File: config.mk
export PLATFORM = sky130hd
export DESIGN_NAME = slow_spi_master_flat
export DESIGN_NICKNAME = d
export VERILOG_FILES = /design/src/rtl/slow_spi_master_if.sv /design/src/rtl/slow_spi_master.sv /design/src/flat_wrapper.sv
export SDC_FILE = /design/constraint.sdc
export NUM_CORES = 1
export LEC_CHECK = 0
export BUFFER_PORTS_ARGS = -buffer_cell sky130_fd_sc_hd__buf_2
export CAP_MARGIN = 20
export CELL_PAD_IN_SITES_DETAIL_PLACEMENT = 1
export CELL_PAD_IN_SITES_GLOBAL_PLACEMENT = 1
export CORE_MARGIN = 3
export CORE_UTILIZATION = 30
export CTS_BUF_LIST = sky130_fd_sc_hd__clkbuf_16
export DETAILED_ROUTE_END_ITERATION = 8
export GPL_TIMING_DRIVEN = 1
export HOLD_SLACK_MARGIN = 0.03
export PLACE_DENSITY = 0.66
export SLEW_MARGIN = 30
export SYNTH_ARGS = -nofsm -noshare
export SYNTH_HDL_FRONTEND = slang
export SYNTH_SLANG_ARGS = --single-unit
File: constraint.sdc
create_clock -name clk -period 1.9 [get_ports clk]
set_input_delay 0.285 -clock clk [delete_from_list [all_inputs] [get_ports clk]]
set_output_delay 0.285 -clock clk [all_outputs]
set_load 0.02 [all_outputs]
File: src/rtl/slow_spi_master_if.sv
// Host-side handshake and SPI pin bundle for slow_spi_master.
// The master modport is the environment (host plus attached ASIC); slave is the engine.
interface slow_spi_master_if #(
    parameter int WIDTH = 16
);
    logic             start;
    logic [WIDTH-1:0] tx_data;
    logic             busy;
    logic             done;
    logic [WIDTH-1:0] rx_data;
    logic             sclk;
    logic             cs_n;
    logic             mosi;
    logic             miso;

    modport master (
        output start, tx_data, miso,
        input  busy, done, rx_data, sclk, cs_n, mosi
    );

    modport slave (
        input  start, tx_data, miso,
        output busy, done, rx_data, sclk, cs_n, mosi
    );
endinterface

File: src/rtl/slow_spi_master.sv
// Mode-0 SPI master with half-period tick timing (H = DIV+1 clk cycles per SCLK phase).
// Optional SLOW_SPI_LOOPBACK_EN: receive path samples internal mosi instead of the miso pin.
module slow_spi_master #(
    parameter int WIDTH = 16,
    parameter int DIV   = 625
) (
    input  logic              clk,
    input  logic              rst_n,
    slow_spi_master_if.slave  bus
);
    localparam int CW = (DIV < 1) ? 1 : $clog2(DIV + 1);
    localparam int BW = $clog2(WIDTH + 1);
    localparam logic [CW-1:0] DIV_C   = CW'(DIV);
    localparam logic [BW-1:0] WIDTH_C = BW'(WIDTH);
    localparam logic [BW-1:0] LAST_C  = BW'(WIDTH - 1);

    typedef enum logic [1:0] {IDLE, LEAD, SHIFT, TRAIL} state_t;

    state_t           state_q, state_d;
    logic [CW-1:0]    cnt_q, cnt_d;
    logic [BW-1:0]    falls_q, falls_d;
    logic [WIDTH-1:0] tx_sh_q, tx_sh_d;
    logic [WIDTH-1:0] rx_sh_q, rx_sh_d;
    logic [WIDTH-1:0] rx_data_q, rx_data_d;
    logic             sclk_q, sclk_d;
    logic             cs_n_q, cs_n_d;
    logic             mosi_q, mosi_d;
    logic             busy_q, busy_d;
    logic             done_q, done_d;
    logic             tick;
    logic             sample_bit;

`ifdef SLOW_SPI_LOOPBACK_EN
    assign sample_bit = mosi_q;
`else
    assign sample_bit = bus.miso;
`endif

    assign tick = (state_q != IDLE) && (cnt_q == DIV_C);

    always_comb begin
        state_d   = state_q;
        cnt_d     = (state_q == IDLE || tick) ? '0 : cnt_q + 1'b1;
        falls_d   = falls_q;
        tx_sh_d   = tx_sh_q;
        rx_sh_d   = rx_sh_q;
        rx_data_d = rx_data_q;
        sclk_d    = sclk_q;
        cs_n_d    = cs_n_q;
        mosi_d    = mosi_q;
        busy_d    = busy_q;
        done_d    = 1'b0;
        case (state_q)
            IDLE: begin
                if (bus.start) begin
                    tx_sh_d = bus.tx_data;
                    rx_sh_d = '0;
                    falls_d = '0;
                    mosi_d  = bus.tx_data[WIDTH-1];
                    cs_n_d  = 1'b0;
                    busy_d  = 1'b1;
                    state_d = LEAD;
                end
            end
            LEAD: begin
                if (tick) begin
                    sclk_d  = 1'b1;
                    rx_sh_d = {rx_sh_q[WIDTH-2:0], sample_bit};
                    state_d = SHIFT;
                end
            end
            SHIFT: begin
                if (tick) begin
                    if (sclk_q) begin
                        sclk_d  = 1'b0;
                        falls_d = falls_q + 1'b1;
                        tx_sh_d = {tx_sh_q[WIDTH-2:0], 1'b0};
                        mosi_d  = (falls_q == LAST_C) ? 1'b0 : tx_sh_q[WIDTH-2];
                    end else if (falls_q == WIDTH_C) begin
                        // Low half-period after the last fall ends here instead of rising again.
                        state_d = TRAIL;
                    end else begin
                        sclk_d  = 1'b1;
                        rx_sh_d = {rx_sh_q[WIDTH-2:0], sample_bit};
                    end
                end
            end
            TRAIL: begin
                if (tick) begin
                    state_d   = IDLE;
                    cs_n_d    = 1'b1;
                    busy_d    = 1'b0;
                    done_d    = 1'b1;
                    mosi_d    = 1'b0;
                    rx_data_d = rx_sh_q;
                end
            end
            default: state_d = IDLE;
        endcase
    end

    always_ff @(posedge clk) begin
        if (!rst_n) begin
            state_q   <= IDLE;
            cnt_q     <= '0;
            falls_q   <= '0;
            tx_sh_q   <= '0;
            rx_sh_q   <= '0;
            rx_data_q <= '0;
            sclk_q    <= 1'b0;
            cs_n_q    <= 1'b1;
            mosi_q    <= 1'b0;
            busy_q    <= 1'b0;
            done_q    <= 1'b0;
        end else begin
            state_q   <= state_d;
            cnt_q     <= cnt_d;
            falls_q   <= falls_d;
            tx_sh_q   <= tx_sh_d;
            rx_sh_q   <= rx_sh_d;
            rx_data_q <= rx_data_d;
            sclk_q    <= sclk_d;
            cs_n_q    <= cs_n_d;
            mosi_q    <= mosi_d;
            busy_q    <= busy_d;
            done_q    <= done_d;
        end
    end

    assign bus.busy    = busy_q;
    assign bus.done    = done_q;
    assign bus.rx_data = rx_data_q;
    assign bus.sclk    = sclk_q;
    assign bus.cs_n    = cs_n_q;
    assign bus.mosi    = mosi_q;
endmodule

File: src/flat_wrapper.sv
// flat-port wrapper written by rule: the top's interface ports become plain ports
module slow_spi_master_flat 
#(
    parameter int WIDTH = 16,
    parameter int DIV   = 625
)
  (clk, rst_n, bus_start, bus_tx_data, bus_miso, bus_busy, bus_done, bus_rx_data, bus_sclk, bus_cs_n, bus_mosi);
  slow_spi_master_if #(.WIDTH(WIDTH)) bus_i ();
  input  logic clk;
  input  logic rst_n;
  input wire logic [$bits(bus_i.start)-1:0] bus_start;
  input wire logic [$bits(bus_i.tx_data)-1:0] bus_tx_data;
  input wire logic [$bits(bus_i.miso)-1:0] bus_miso;
  output wire logic [$bits(bus_i.busy)-1:0] bus_busy;
  output wire logic [$bits(bus_i.done)-1:0] bus_done;
  output wire logic [$bits(bus_i.rx_data)-1:0] bus_rx_data;
  output wire logic [$bits(bus_i.sclk)-1:0] bus_sclk;
  output wire logic [$bits(bus_i.cs_n)-1:0] bus_cs_n;
  output wire logic [$bits(bus_i.mosi)-1:0] bus_mosi;
  assign bus_i.start = bus_start;
  assign bus_i.tx_data = bus_tx_data;
  assign bus_i.miso = bus_miso;
  assign bus_busy = bus_i.busy;
  assign bus_done = bus_i.done;
  assign bus_rx_data = bus_i.rx_data;
  assign bus_sclk = bus_i.sclk;
  assign bus_cs_n = bus_i.cs_n;
  assign bus_mosi = bus_i.mosi;
  slow_spi_master #(.WIDTH(WIDTH), .DIV(DIV)) u_core (.clk(clk), .rst_n(rst_n), .bus(bus_i));
endmodule
==> flow_metrics.tcl <==
set metrics [dict create \
    start_kind "flip-flop" \
    worst_setup_path_end_kind "flip-flop" \
    wl_microns 7360 \
    place.gp.congestion 0.724 \
    htreeDepth 3 \
    grt_pass1_vias 2579 \
    path_clk_slew_ps 60 \
    cp.required_ps 2140 \
    reg2reg_slack_ps 20 \
    worstReg2RegStart "u_core.cnt_q[1]$_SDFF_PP0_" \
    antenna_cells 0 \
    synth.distinct_cells 48 \
    r2r-end "u_core.rx_sh_q[6]$_SDFFE_PN0P_" \
    syn_nets 338 \
    peakVddDrop_mv 0.496 \
    finalSetupTns_ps 0 \
    whs_ps 226 \
    outcome "finished, final reports clean" \
    dr.pass1.iters 4 \
    tritoncts "built" \
    coreArea_sq_um 9820 \
    cts_buffers 9 \
    path_class "reg2reg" \
    finalSetupViolCount 0 \
    synthesis.area_sq_um 3030 \
    placementRows 36 \
    via_count 2476 \
    synth_seq_area_share_pct 45.5 \
    clkPwrFrac_pct 35.3 \
    fin_crit_ps 1880 \
    syn_avg_cell_area_sq_um 9.88 \
    startpoint "u_core.cnt_q[1]$_SDFF_PP0_" \
    finalNetCount 393 \
    grt_antenna_before_repair 0 \
    area_growth_syn_to_layout_pct 28.8 \
    die_area_sq_um 11400 \
    pre_cts_ws_ps 27.7 \
    tightest_slew_ps 720 \
    hp-class "in2reg" \
    crit_fanout 8 \
    hold_violations 0 \
    fin_ws_ps 23.3 \
    min_from "bus_tx_data[0]" \
    clock_latency_ps 330 \
    power_switching_w 0.00138 \
    placed_cell_area_sq_um 3510 \
    clock-sinks 69 \
    drive_above_1_share_pct 27.8 \
    yosys_warnings 0 \
    holdPathStages 3 \
    reg2reg_depth 7 \
    ys_seq_elements 69 \
    p_seq_share_pct 37.4 \
    slew-limit-headroom_pct 51.9 \
    finalClockSkew_ps 5.19 \
    holdBufCountCts 0 \
    die_w_microns 107 \
    grt_util_met2_pct 23.2 \
    grt_use_met3_pct 4.74 \
    max_freq_mhz 533 \
    portBuffers 40 \
    overflow 0 \
    switching_share_pct 29.8 \
    powerDensity_nw_per_um2 1190 \
    slew_viol_final 0 \
    worstPathArrival_ps 2120 \
    hpwl_microns 5040 \
    grt.met1_usage_pct 15.8 \
    start_util_pct 30.9 \
    final_util_pct 39.8 \
    p_leak_nw 1.59 \
    syn_inst 307 \
    io_pins 41 \
    synth_edf_count 0 \
    layout_commonest_cell "dfxtp_1" \
    fin_area_sq_um 3910 \
    cts.path.max_buffers 2 \
    globalRoute.busiestLayer "met2" \
    ys.flop_type "dfxtp_1" \
    dr.first_iter.drc_count 61 \
    die_h_microns 107 \
    avgRoutedWirePerCell_microns 14.7 \
    pwr-share-comb_pct 27.3 \
    p_int_w 0.00325 \
    root_buffer "clkbuf_16" \
    remaining_drc_errors 0 \
    grt_pass1_wl_microns 12200 \
    holdPathEnd "u_core.tx_sh_q[0]$_SDFFE_PN0P_" \
    final_cell_mix "dfxtp_1, buf_2, mux2i_1, nand2_1, nand3_1" \
    grt_max_degree 33 \
    grtUsageTotal_pct 13.4 \
    min_period_over_period_pct 98.8 \
    antenna_left 0 \
    via_per_inst 4.95 \
    max_cap_violations 0 \
    async_reset_ff_share_pct 0 \
]
-- cells in the mapped netlist, types with 2 or more instances --
| library cell | count | share of area [%] |
|---|---|---|
| and3_1 | 4 | 0.82 |
| nor2_1 | 15 | 1.9 |
| clkbuf_1 | 13 | 1.6 |
| dfxtp_1 | 69 | 46 |
| ha_1 | 11 | 4.5 |
| nand4_1 | 4 | 0.82 |
| xnor2_1 | 2 | 0.58 |
| o31ai_1 | 2 | 0.49 |
| o21ai_0 | 4 | 0.66 |
| and2_1 | 2 | 0.41 |
| a22o_1 | 16 | 4.6 |
| o21a_1 | 2 | 0.49 |
| o211a_1 | 2 | 0.66 |
| a21oi_1 | 2 | 0.33 |
| mux2i_1 | 32 | 11 |
| nand3_1 | 23 | 3.8 |
| buf_2 | 7 | 1.2 |
| nand2b_1 | 3 | 0.62 |
| nand2_1 | 27 | 3.3 |
| xor2_1 | 6 | 1.7 |
| a211oi_1 | 15 | 3.7 |
| nor3_1 | 14 | 2.3 |
| inv_1 | 7 | 0.87 |
-- power groups by stage --
| stage | Combinational [W] | Clock (W) | Sequential [W] |
|---|---|---|---|
| floorplan | 0.000753 | 0 | 0.00177 |
| finish | 0.00127 | 0.00164 | 0.00173 |
| global route | 0.00138 | 0.00174 | 0.00175 |
| global placement | 0.00111 | 0 | 0.00175 |
| CTS | 0.00116 | 0.00169 | 0.00173 |
| detailed placement | 0.00115 | 0 | 0.00176 |
-- worst max-delay path, stage by stage (launching register included) --
cell	delay, ps
dfxtp_2	310
inv_1	60
ha_2	170
and4b_4	260
nand4b_4	160
a211oi_4	380
clkbuf_16	230
mux2i_1	210
-- cell families (layout without fill, tap and decap cells) --
| logic type | after synthesis | after routing | share of synthesized area [%] |
|---|---|---|---|
| xor gates and xnor gates | 8 | 8 | 2.31 |
| adders and majority gates | 11 | 11 | 4.54 |
| AOI/OAI and AO/OA | 53 | 53 | 14.2 |
| buffers and inverters | 29 | 89 | 4.25 |
| and+or+nand+nor | 105 | 105 | 18.6 |
| muxes | 32 | 32 | 10.6 |
| DFF | 69 | 69 | 45.5 |
-- worst max-delay path by stage --
stage	slack (ps)	end
CTS	7	u_core.falls_q[3]$_SDFFE_PN0P_
detailed placement	30	u_core.falls_q[3]$_SDFFE_PN0P_
finish	20	u_core.rx_sh_q[6]$_SDFFE_PN0P_
global placement	-50	u_core.tx_sh_q[9]$_SDFFE_PN0P_
floorplan	30	u_core.rx_sh_q[10]$_SDFFE_PN0P_
global route	-40	u_core.rx_sh_q[6]$_SDFFE_PN0P_
-- per-stage QoR --
step,std cells,total power (W)
floorplan,307,0.00252
global placement,479,0.00287
detailed placement,479,0.00291
CTS,495,0.00457
global route,500,0.00488
finish,500,0.00463
-- state kept, by name, indices dropped and copies added (netlist names) --
name / cells
u_core.bus.busy: 1
u_core.bus.cs_n: 1
u_core.bus.done: 1
u_core.bus.mosi: 1
u_core.bus.rx_data: 16
u_core.bus.sclk: 1
u_core.cnt_q: 10
u_core.falls_q: 5
u_core.rx_sh_q: 16
u_core.state_q: 2
u_core.tx_sh_q: 15
-- routing by layer --
layer / part of all wire (%) / wire, microns / up-vias
li1: - / - / 1226
met1: 45 / 3340 / 1195
met2: 49 / 3590 / 47
met3: 4.8 / 357 / 8
met4: 1.0 / 74 / 0
met5: 0 / 0 / -
-- cell type report --
class	count	area, sq um
fillers	1136	5910
inverters	7	26.3
multi-input cells	209	1570
clock inverters	7	63.8
clock buffers	9	225
well taps	133	166
flip-flops and latches	69	1390
repair buffers	66	470
-- repair_timing --
item                                    4_1_cts  5_1_grt
endpoints found under the setup margin        0       42
gates resized for setup                       0       16
setup buffers                                 0        4
(Power assumes the default switching activity.)
